==> src/rtl/roc_aer_scheduler_pkg.sv <==
// Shared definitions for the ROC encoder / AER scheduler pair: scheduler
// state encoding, default image geometry and event-counter width helper.
package roc_pkg;

    localparam int ROC_IMAGE_SIZE = 256;
    localparam int ROC_INDEX_BITS = $clog2(ROC_IMAGE_SIZE);

    typedef enum logic [2:0] {
        IDLE,
        START_ENC,
        WAIT_ENC,
        WAIT_IDX,
        REQ,
        ACK_LOW,
        DONE
    } roc_sched_state_t;

    // Counter must be able to hold the value image_size itself.
    function automatic int roc_cnt_bits(input int image_size);
        return $clog2(image_size + 1);
    endfunction

endpackage

==> src/rtl/roc_aer_scheduler_sync_2ff.sv <==
// 1-bit double-flop synchronizer for asynchronous handshake inputs.
module sync_2ff (
    input  logic clk,
    input  logic rst_n,
    input  logic d,
    output logic q
);

    logic meta_reg;
    logic sync_reg;

    // Two back-to-back flops to resolve metastability on d.
    always_ff @(posedge clk or negedge rst_n) begin
        if (!rst_n) begin
            meta_reg <= 1'b0;
            sync_reg <= 1'b0;
        end else begin
            meta_reg <= d;
            sync_reg <= meta_reg;
        end
    end

    assign q = sync_reg;

endmodule

==> src/rtl/roc_aer_scheduler.sv <==
// Sequences one image through the ROC encoder and forwards each sorted
// index as an AER address event over a 4-phase REQ/ACK handshake, with an
// early-stop spike budget and an ACK timeout.
module roc_aer_scheduler
    import roc_pkg::*;
#(
    parameter int IMAGE_SIZE  = ROC_IMAGE_SIZE,
    parameter int INDEX_BITS  = $clog2(IMAGE_SIZE),
    parameter int MAX_SPIKES  = IMAGE_SIZE,
    parameter int ACK_TIMEOUT = 255,
    parameter int CNT_BITS    = roc_cnt_bits(IMAGE_SIZE)
) (
    input  logic                  CLK,
    input  logic                  RST,
    input  logic                  START,
    output logic                  SCHED_RDY,
    output logic                  ENC_NEW_IMAGE,
    input  logic [INDEX_BITS-1:0] NEXT_INDEX,
    input  logic                  FOUND_NEXT_INDEX,
    input  logic                  ENCODER_RDY,
    output logic                  AEROUT_CTRL_BUSY,
    output logic [INDEX_BITS-1:0] AEROUT_ADDR,
    output logic                  AEROUT_REQ,
    input  logic                  AEROUT_ACK,
    output logic [CNT_BITS-1:0]   EVENT_CNT,
    output logic                  INFERENCE_DONE,
    output logic                  FIRST_INFERENCE_DONE,
    output logic                  ACK_ERR
);

    // Timer counts 0..ACK_TIMEOUT-1 inside REQ / ACK_LOW; the last value aborts.
    localparam int TMR_BITS = (ACK_TIMEOUT > 1) ? $clog2(ACK_TIMEOUT) : 1;
    localparam logic [TMR_BITS-1:0] TMR_LAST  = TMR_BITS'(ACK_TIMEOUT - 1);
    localparam logic [CNT_BITS-1:0] CNT_MAX   = CNT_BITS'(IMAGE_SIZE);
    localparam logic [CNT_BITS-1:0] CNT_STOP  = CNT_BITS'(MAX_SPIKES);

    roc_sched_state_t state_reg, state_next;

    logic [INDEX_BITS-1:0] addr_reg, addr_next;
    logic                  req_reg, req_next;
    logic                  busy_reg, busy_next;
    logic [CNT_BITS-1:0]   cnt_reg, cnt_next;
    logic                  err_reg, err_next;
    logic                  first_done_reg, first_done_next;
    logic [TMR_BITS-1:0]   timer_reg, timer_next;
    logic                  ack_s;

    sync_2ff u_ack_sync (
        .clk   (CLK),
        .rst_n (RST),
        .d     (AEROUT_ACK),
        .q     (ack_s)
    );

    // State and datapath registers; reset drops REQ/BUSY immediately.
    always_ff @(posedge CLK or negedge RST) begin
        if (!RST) begin
            state_reg      <= IDLE;
            addr_reg       <= '0;
            req_reg        <= 1'b0;
            busy_reg       <= 1'b0;
            cnt_reg        <= '0;
            err_reg        <= 1'b0;
            first_done_reg <= 1'b0;
            timer_reg      <= '0;
        end else begin
            state_reg      <= state_next;
            addr_reg       <= addr_next;
            req_reg        <= req_next;
            busy_reg       <= busy_next;
            cnt_reg        <= cnt_next;
            err_reg        <= err_next;
            first_done_reg <= first_done_next;
            timer_reg      <= timer_next;
        end
    end

    // Next-state and next-register logic for the handshake sequencer.
    always_comb begin
        state_next      = state_reg;
        addr_next       = addr_reg;
        req_next        = req_reg;
        busy_next       = busy_reg;
        cnt_next        = cnt_reg;
        err_next        = err_reg;
        first_done_next = first_done_reg;
        timer_next      = '0;

        case (state_reg)
            IDLE: begin
                // Count and error survive in IDLE until the host starts again.
                if (START) begin
                    cnt_next   = '0;
                    err_next   = 1'b0;
                    state_next = START_ENC;
                end
            end
            START_ENC: begin
                state_next = WAIT_ENC;
            end
            WAIT_ENC: begin
                if (!ENCODER_RDY) begin
                    state_next = WAIT_IDX;
                end
            end
            WAIT_IDX: begin
                busy_next = 1'b0;
                // A found index wins over end-of-sort in the same cycle.
                if (FOUND_NEXT_INDEX) begin
                    addr_next  = NEXT_INDEX;
                    busy_next  = 1'b1;
                    req_next   = 1'b1;
                    state_next = REQ;
                end else if (ENCODER_RDY) begin
                    state_next = DONE;
                end
            end
            REQ: begin
                if (ack_s) begin
                    req_next   = 1'b0;
                    cnt_next   = (cnt_reg == CNT_MAX) ? cnt_reg : cnt_reg + 1'b1;
                    state_next = ACK_LOW;
                end else if (timer_reg == TMR_LAST) begin
                    req_next   = 1'b0;
                    err_next   = 1'b1;
                    state_next = DONE;
                end else begin
                    timer_next = timer_reg + 1'b1;
                end
            end
            ACK_LOW: begin
                if (!ack_s) begin
                    busy_next  = 1'b0;
                    state_next = (cnt_reg == CNT_STOP) ? DONE : WAIT_IDX;
                end else if (timer_reg == TMR_LAST) begin
                    err_next   = 1'b1;
                    state_next = DONE;
                end else begin
                    timer_next = timer_reg + 1'b1;
                end
            end
            DONE: begin
                busy_next       = 1'b0;
                first_done_next = 1'b1;
                state_next      = IDLE;
            end
            default: begin
                state_next = IDLE;
            end
        endcase
    end

    assign SCHED_RDY            = (state_reg == IDLE);
    assign ENC_NEW_IMAGE        = (state_reg == START_ENC);
    assign INFERENCE_DONE       = (state_reg == DONE);
    assign AEROUT_CTRL_BUSY     = busy_reg;
    assign AEROUT_ADDR          = addr_reg;
    assign AEROUT_REQ           = req_reg;
    assign EVENT_CNT            = cnt_reg;
    assign FIRST_INFERENCE_DONE = first_done_reg;
    assign ACK_ERR              = err_reg;

endmodule

==> config.mk <==
export PLATFORM = sky130hd
export DESIGN_NAME = roc_aer_scheduler
export DESIGN_NICKNAME = d
export VERILOG_FILES = /design/src/rtl/roc_aer_scheduler_pkg.sv /design/src/rtl/roc_aer_scheduler_sync_2ff.sv /design/src/rtl/roc_aer_scheduler.sv
export SDC_FILE = /design/constraint.sdc
export NUM_CORES = 1
export LEC_CHECK = 0
export ABC_AREA = 1
export BUFFER_PORTS_ARGS = -buffer_cell sky130_fd_sc_hd__buf_2
export CORE_AREA = 2 2 60 62
export CTS_BUF_LIST = sky130_fd_sc_hd__clkbuf_8
export CTS_CLUSTER_SIZE = 40
export DETAILED_ROUTE_END_ITERATION = 7
export DIE_AREA = 0 0 62 64
export GPL_TIMING_DRIVEN = 0
export PLACE_DENSITY = 0.8
export SYNTH_ARGS = -nofsm -noshare
export SYNTH_HDL_FRONTEND = slang
export SYNTH_SLANG_ARGS = --single-unit
==> constraint.sdc <==
create_clock -name CLK -period 1.96 [get_ports CLK]
set_clock_uncertainty 0.05 [all_clocks]
set_input_delay 0.196 -clock CLK [delete_from_list [all_inputs] [get_ports CLK]]
set_output_delay 0.196 -clock CLK [all_outputs]
set_load 0.1 [all_outputs]
==> summary.md, run 1 <==
| Metric | Value |
|---|---|
| CTS sink count | 34 |
| Antenna Nets Post-Route | 0 |
| Slowest-stage cell, CP | dfrtp_1 |
| Sw Pwr | 1780 uW |
| Clk_lat worst skew | 0.28 ns |
| Cell variety after synth | 28 |
| Layout cells sized above 1 | 28.5% |
| Via/cell ratio | 4.89 |
| Starting Density | 54.7% |
| Fin crit share | 88.2% |
| CP endpoint kind | output pin |
| Synthesized flop and latch total | 34 |
| Top cells by area, synth | dfrtp_1, nand2_1, nor2_1 |
| Relative slew slack | 52.1% |
| Area of the die | 3970 um2 |
| Final min period | 1.73 ns |
| Worst setup SP type | register |
| Reg area | 853 um2 |
| Ys Warns | 0 |
| Multi-input combinational cell area | 841 um2 |
| Total internal power | 1400 uW |
| Status | finished clean |
| Mapped cell area | 1800 um2 |
| First-pass GRT wire length | 5.67 mm |
| Crit path max fanout | 5 |
| WS Path Type | reg -> out |
| DRT Wirelength | 3.29 mm |
| Routability cong. | 0.805 |
| Htree depth | 2 |
| Setup TNS | 0 ns |
| TritonCTS buffer count | 5 |
| CTS tree | done |
| Peak VDD IR | 0.00124 V |
| Power per standard cell area | 1480 nW/um2 |
| Die X | 62 um |
| Synth Area per Inst | 8.56 um2 |
| Critical path required time | 1.71 ns |
| Register area share after synthesis | 47.3% |
| Cell Rows | 21 |
| WP data arrival | 1.48 ns |
| Part of the power in registers | 30.0% |
| Nets@finish | 274 |
| Largest area contributor in the netlist | dfrtp_1 |
| Drt pass-1 iters | 4 |
| Fmax achieved | 578 MHz |
| Area of the core | 3280 um2 |
| Number of global-route vias before repair | 1367 |
| Post-CTS Hold Buffers | 2 |
| Top cell type's share of synthesized area | 47.3% |
| Final HPWL DP | 2.51 mm |
| Wire length per cell | 10.9 um |
| Hold WS | 0.0735 ns |
| Leakage | 0.00105 uW |
| RSZ-0062 raised after global routing | false |
| Maximum number of pins on one net before global-route repair | 35 |
| Syn-to-layout area delta | 19.4% |
| Logic gate share of total power | 55.2% |
| Clock power frac | 14.8% |
| Commonest non-fill, non-tap cell in the layout | nand2_1 |
| Post_cts resized | 0 |
| Switching Fraction | 56.0% |
| CTS Root Cell | clkbuf_8 |
| Clock transition at path regs | 0.06 ns |
| Sequence of cells on the critical path | inv_2 > nand2_2 > nor2_4 > buf_2 |
| Initial DRC Count | 55 |
| Worst path bufs/invs | 2 |
| Largest register FFs | 9 |
| # Max-Cap Violations | 0 |
| Die Y | 64 um |
| Via Count | 1478 |
| Delay-heaviest family, CP | buffers and inverters |
| Post-Syn Instances | 210 |
| CTS max path bufs | 2 |
| Ant diodes | 0 |
| GR Overflow Total | 0 |
| Commonest non-fill, non-tap cells in the layout | nand2_1, buf_2, dfrtp_1, nor2_1, inv_1 |
| Port buffer count | 37 |
| Worst Hold Class | in -> reg |
| Drc violations | 0 |
| Critical path's largest stage delay | 0.44 ns |
| Total GRT Usage | 19.3% |
| Setup bufs post-CTS | 0 |
| Final setup viols | 0 |
| Antenna violations before repair | 0 |
| IO Pins | 38 |
| Final-layout fill cell count | 293 |
| Post-Syn Nets | 228 |
| Count of final hold-check violations | 0 |
| Least-Margin Pin Slew | 0.718 ns |
| Max-slew violations | 0 |
-- Yosys cell counts --
cell type and instances:
nand3_1 17, o21bai_1 1, nor3_2 1, mux2_1 8, inv_1 20, o21ai_0 6
nand3_2 3, nor2_2 3, inv_4 1, nor2_1 25, nor3_1 3, and3_1 1
inv_2 5, xor2_1 5, nand2_1 46, a21oi_1 5, o21ai_2 5, nand4_1 2
nand2_2 4, nand2_4 1, o21a_1 1, dfrtp_1 34, nor3b_1 1, or2_2 2
o21ai_1 4, ha_1 4, buf_6 1, nand3_4 1
-- stage by stage --
| step | total power [uW] | setup WS [ns] | area (um2) | std cells | utilization (%) |
|---|---|---|---|---|---|
| global placement | 2700 | 0.422 | 2050 | 293 | 62.4 |
| detailed placement | 2720 | 0.404 | 2050 | 293 | 62.4 |
| global route | 3350 | 0.129 | 2150 | 302 | 65.4 |
| floorplan | 2440 | 0.0952 | 1810 | 210 | - |
| finish | 3180 | 0.230 | 2150 | 302 | 65.4 |
| CTS | 3200 | 0.236 | 2150 | 302 | 65.4 |
-- cell families (layout without fill, tap and decap cells) --
group           Yosys count  in the layout  share of synthesized area, %
compound gates           22             22                          7.45
xor+xnor                  5              5                          2.44
fa+ha+maj                 4              4                          2.78
buf+inv                  27             73                          6.19
flops                    34             34                          47.3
mux                       8              8                          5.01
simple gates            110            110                          28.8
-- final cells by class --
type                            instances  share of cell area, %
Sequential cell                        34                   39.7
Multi-Input combinational cell        149                   39.2
Timing Repair Buffer                   39                   9.56
Inverter                               26                   4.66
Clock buffer                            5                   3.21
Tap cell                               46                   2.68
Buffer                                  1                  0.524
Clock inverter                          2                  0.466
-- power by group through the flow --
stage / sequential, uW / clock, uW / combinational, uW
global route: 973 / 520 / 1860
CTS: 952 / 482 / 1760
finish: 953 / 471 / 1760
global placement: 957 / 0 / 1740
floorplan: 1780 / 0 / 665
detailed placement: 963 / 0 / 1760
-- final timing paths --
check                                               from                          to  slack (ns)  cells past startpoint
setup / recovery                state_reg[0]$_DFFE_PN0P_                   SCHED_RDY        0.23                      4
hold / removal                             NEXT_INDEX[3]  AEROUT_ADDR[3]$_DFFE_PN0P_        0.07                      2
setup reg to reg                state_reg[0]$_DFFE_PN0P_    EVENT_CNT[2]$_DFFE_PN0P_        0.39                      9
hold reg to reg            u_ack_sync.meta_reg$_DFF_PN0_      u_ack_sync.q$_DFF_PN0_        0.31                      0
max in group asynchronous                            RST    EVENT_CNT[1]$_DFFE_PN0P_        0.91                      2
min in group asynchronous                            RST    EVENT_CNT[2]$_DFFE_PN0P_        0.45                      2
-- metal layers --
metal  track usage, %  share of wire [%]
met5                0                  0
met4             6.38                1.0
met3             6.48                4.0
met2             30.3                 49
met1             24.4                 46
Power figures use the tool's default switching activity.
==> inputs of run 2 (changes only) <==
- CORE_AREA: 2 2 60 62 -> 2 2 59 61
- DIE_AREA: 0 0 62 64 -> 0 0 61 63
- PLACE_DENSITY: 0.8 -> 0.82
- clock period: 1.96 -> 2.1 ns (I/O delays scaled with it)
==> summary.md, run 2 (same netlist as run 1, synthesis figures left out) <==
| Metric | Value |
|---|---|
| Status | finished clean |
| Commonest non-fill, non-tap cell in the layout | nand2_1 |
| Total GRT Usage | 20.1% (+0.83 points) |
| Number of global-route vias before repair | 1382 (+1.1%) |
| CTS max path bufs | 2 (unchanged) |
| Clock transition at path regs | 0.06 ns (about the same) |
| Via Count | 1467 (-0.74%) |
| Peak VDD IR | 0.00185 V (+50%) |
| Non-Filler Instances | 301 (-0.33%) |
| Area of the core | 3230 um2 (-1.6%) |
| Worst setup SP type | register |
| DRT Wirelength | 3.33 mm (+1.2%) |
| Drt pass-1 iters | 4 (unchanged) |
| Initial DRC Count | 33 (-40%) |
| Max-slew violations | 0 (unchanged) |
| WP data arrival | 1.47 ns (about the same) |
| Part of the power in registers | 29.7% (-0.3 points) |
| First-pass GRT wire length | 5.81 mm (+2.4%) |
| Logic gate share of total power | 54.9% (-0.3 points) |
| Nets@finish | 274 (unchanged) |
| Commonest non-fill, non-tap cells in the layout | nand2_1, buf_2, dfrtp_1, nor2_1, inv_1 |
| Antenna Nets Post-Route | 0 (unchanged) |
| Layout cells sized above 1 | 27.5% (-1.1 points) |
| CTS sink count | 34 (unchanged) |
| Die Y | 63 um (-1.6%) |
| Sw Pwr | 1660 uW (-7.0%) |
| Least-Margin Pin Slew | 0.721 ns (+0.00255 ns) |
| Ant diodes | 0 (unchanged) |
| Relative slew slack | 52.0% (-0.17 points) |
| Die X | 61 um (-1.6%) |
| CP endpoint kind | output pin |
| Crit path max fanout | 5 (unchanged) |
| Drc violations | 0 (unchanged) |
| Fin crit share | 82.2% |
| Syn-to-layout area delta | 19.5% (about the same) |
| RSZ-0062 raised after global routing | false |
| Wire length per cell | 11.1 um (+1.6%) |
| Worst Hold Class | in -> reg |
| CTS Root Cell | clkbuf_8 |
| Clk_lat worst skew | 0.28 ns (about the same) |
| Final min period | 1.73 ns |
| Largest register FFs | 9 (unchanged) |
| Clock power frac | 15.5% (+0.7 points) |
| Final-layout fill cell count | 287 (-2.0%) |
| Final setup viols | 0 (unchanged) |
| Htree depth | 2 (unchanged) |
| Starting Density | 55.6% (+0.89 points) |
| # Max-Cap Violations | 0 (unchanged) |
| IO Pins | 38 (unchanged) |
| Count of final hold-check violations | 0 (unchanged) |
| WS Path Type | reg -> out |
| Switching Fraction | 55.4% (-0.62 points) |
| Total internal power | 1330 uW (-4.6%) |
| Area of the die | 3840 um2 (-3.2%) |
| Antenna violations before repair | 0 (unchanged) |
| Setup bufs post-CTS | 0 (unchanged) |
| # placed instances | 293 (unchanged) |
| Power per standard cell area | 1390 nW/um2 (-6.0%) |
| Setup TNS | 0 ns (unchanged) |
| CTS tree | done |
| GR Overflow Total | 0 (unchanged) |
| Final HPWL DP | 2.49 mm (-0.41%) |
| Via/cell ratio | 4.87 (-0.41%) |
| Fmax achieved | 579 MHz |
| Maximum number of pins on one net before global-route repair | 35 (unchanged) |
| TritonCTS buffer count | 5 (unchanged) |
| Cell Rows | 21 (unchanged) |
| Port buffer count | 37 (unchanged) |
| Leakage | 0.00106 uW (+0.25%) |
| Routability cong. | 0.825 (+2.4%) |
| Critical path required time | 1.84 ns (+0.13 ns) |
## run 2: changes by cell type in the layout (fill, tap and decap cells not counted), sizes merged
| cell | delta |
|---|---|
| clkinv | -2 |
| clkbuf | +1 |
## run 2: per-stage QoR
stage / util (%) / hold WS (ns) / setup WS [ns] / total power, uW / area [um2]
final: 66.5 / 0.0862 / 0.374 / 2990 / 2150
after global routing: 66.5 / 0.0795 / 0.264 / 3150 / 2150
after CTS: 66.5 / 0.0769 / 0.364 / 3020 / 2150
after detailed placement: 63.3 / 0.265 / 0.542 / 2540 / 2050
after global placement: 63.3 / 0.266 / 0.566 / 2520 / 2050
after floorplan: - / -0.136 / 0.0278 / 2280 / 1800
## run 2: path summary, 6_finish.rpt
path / from / endpoint / slack (ns) / depth (start not counted)
setup / recovery: state_reg[0]$_DFFE_PN0P_ / SCHED_RDY / 0.37 / 4
hold / removal: NEXT_INDEX[2] / AEROUT_ADDR[2]$_DFFE_PN0P_ / 0.09 / 2
setup reg to reg: timer_reg[0]$_DFF_PN0_ / state_reg[0]$_DFFE_PN0P_ / 0.50 / 11
hold reg to reg: u_ack_sync.meta_reg$_DFF_PN0_ / u_ack_sync.q$_DFF_PN0_ / 0.31 / 0
max in group asynchronous: RST / timer_reg[0]$_DFF_PN0_ / 1.07 / 2
min in group asynchronous: RST / EVENT_CNT[0]$_DFFE_PN0P_ / 0.46 / 2
## run 2: timing repair
action / CTS / global route
hold buffers: 2 / 0
gates resized for setup: 0 / 0
hold endpoints to repair: 35 / 0
## run 2: area by class of cell
class	count	area, um2	share of cell area, %
Buffer	1	11.3	0.524
Timing Repair Buffer	39	205	9.55
Inverter	26	100	4.66
Sequential cell	34	851	39.6
Multi-Input combinational cell	149	841	39.1
Clock buffer	6	82.6	3.84
Tap cell	46	57.6	2.68
## run 2: critical path, stage by stage, from the launching register on
cell and delay, ns:
dfrtp_1 0.43, inv_2 0.11, nand2_2 0.10, nor2_4 0.11, buf_2 0.43
## run 2: power by group through the flow
stage          registers (uW)  clock network [uW]  logic (uW)
2_1_floorplan            1650                   0         621
3_3_place_gp              892                   0        1630
3_5_place_dp              898                   0        1640
4_1_cts                   888                 476        1650
5_1_grt                   908                 511        1730
6_report                  887                 462        1640
## run 2: routing by layer
metal	GRT usage (%)	routed length [um]	vias to the layer above	share of wire, %
li1	-	-	763	-
met1	25.9	1520	657	46
met2	30.6	1530	37	46
met3	5.80	195	10	5.9
met4	9.51	83	0	2.5
met5	0	0	-	0
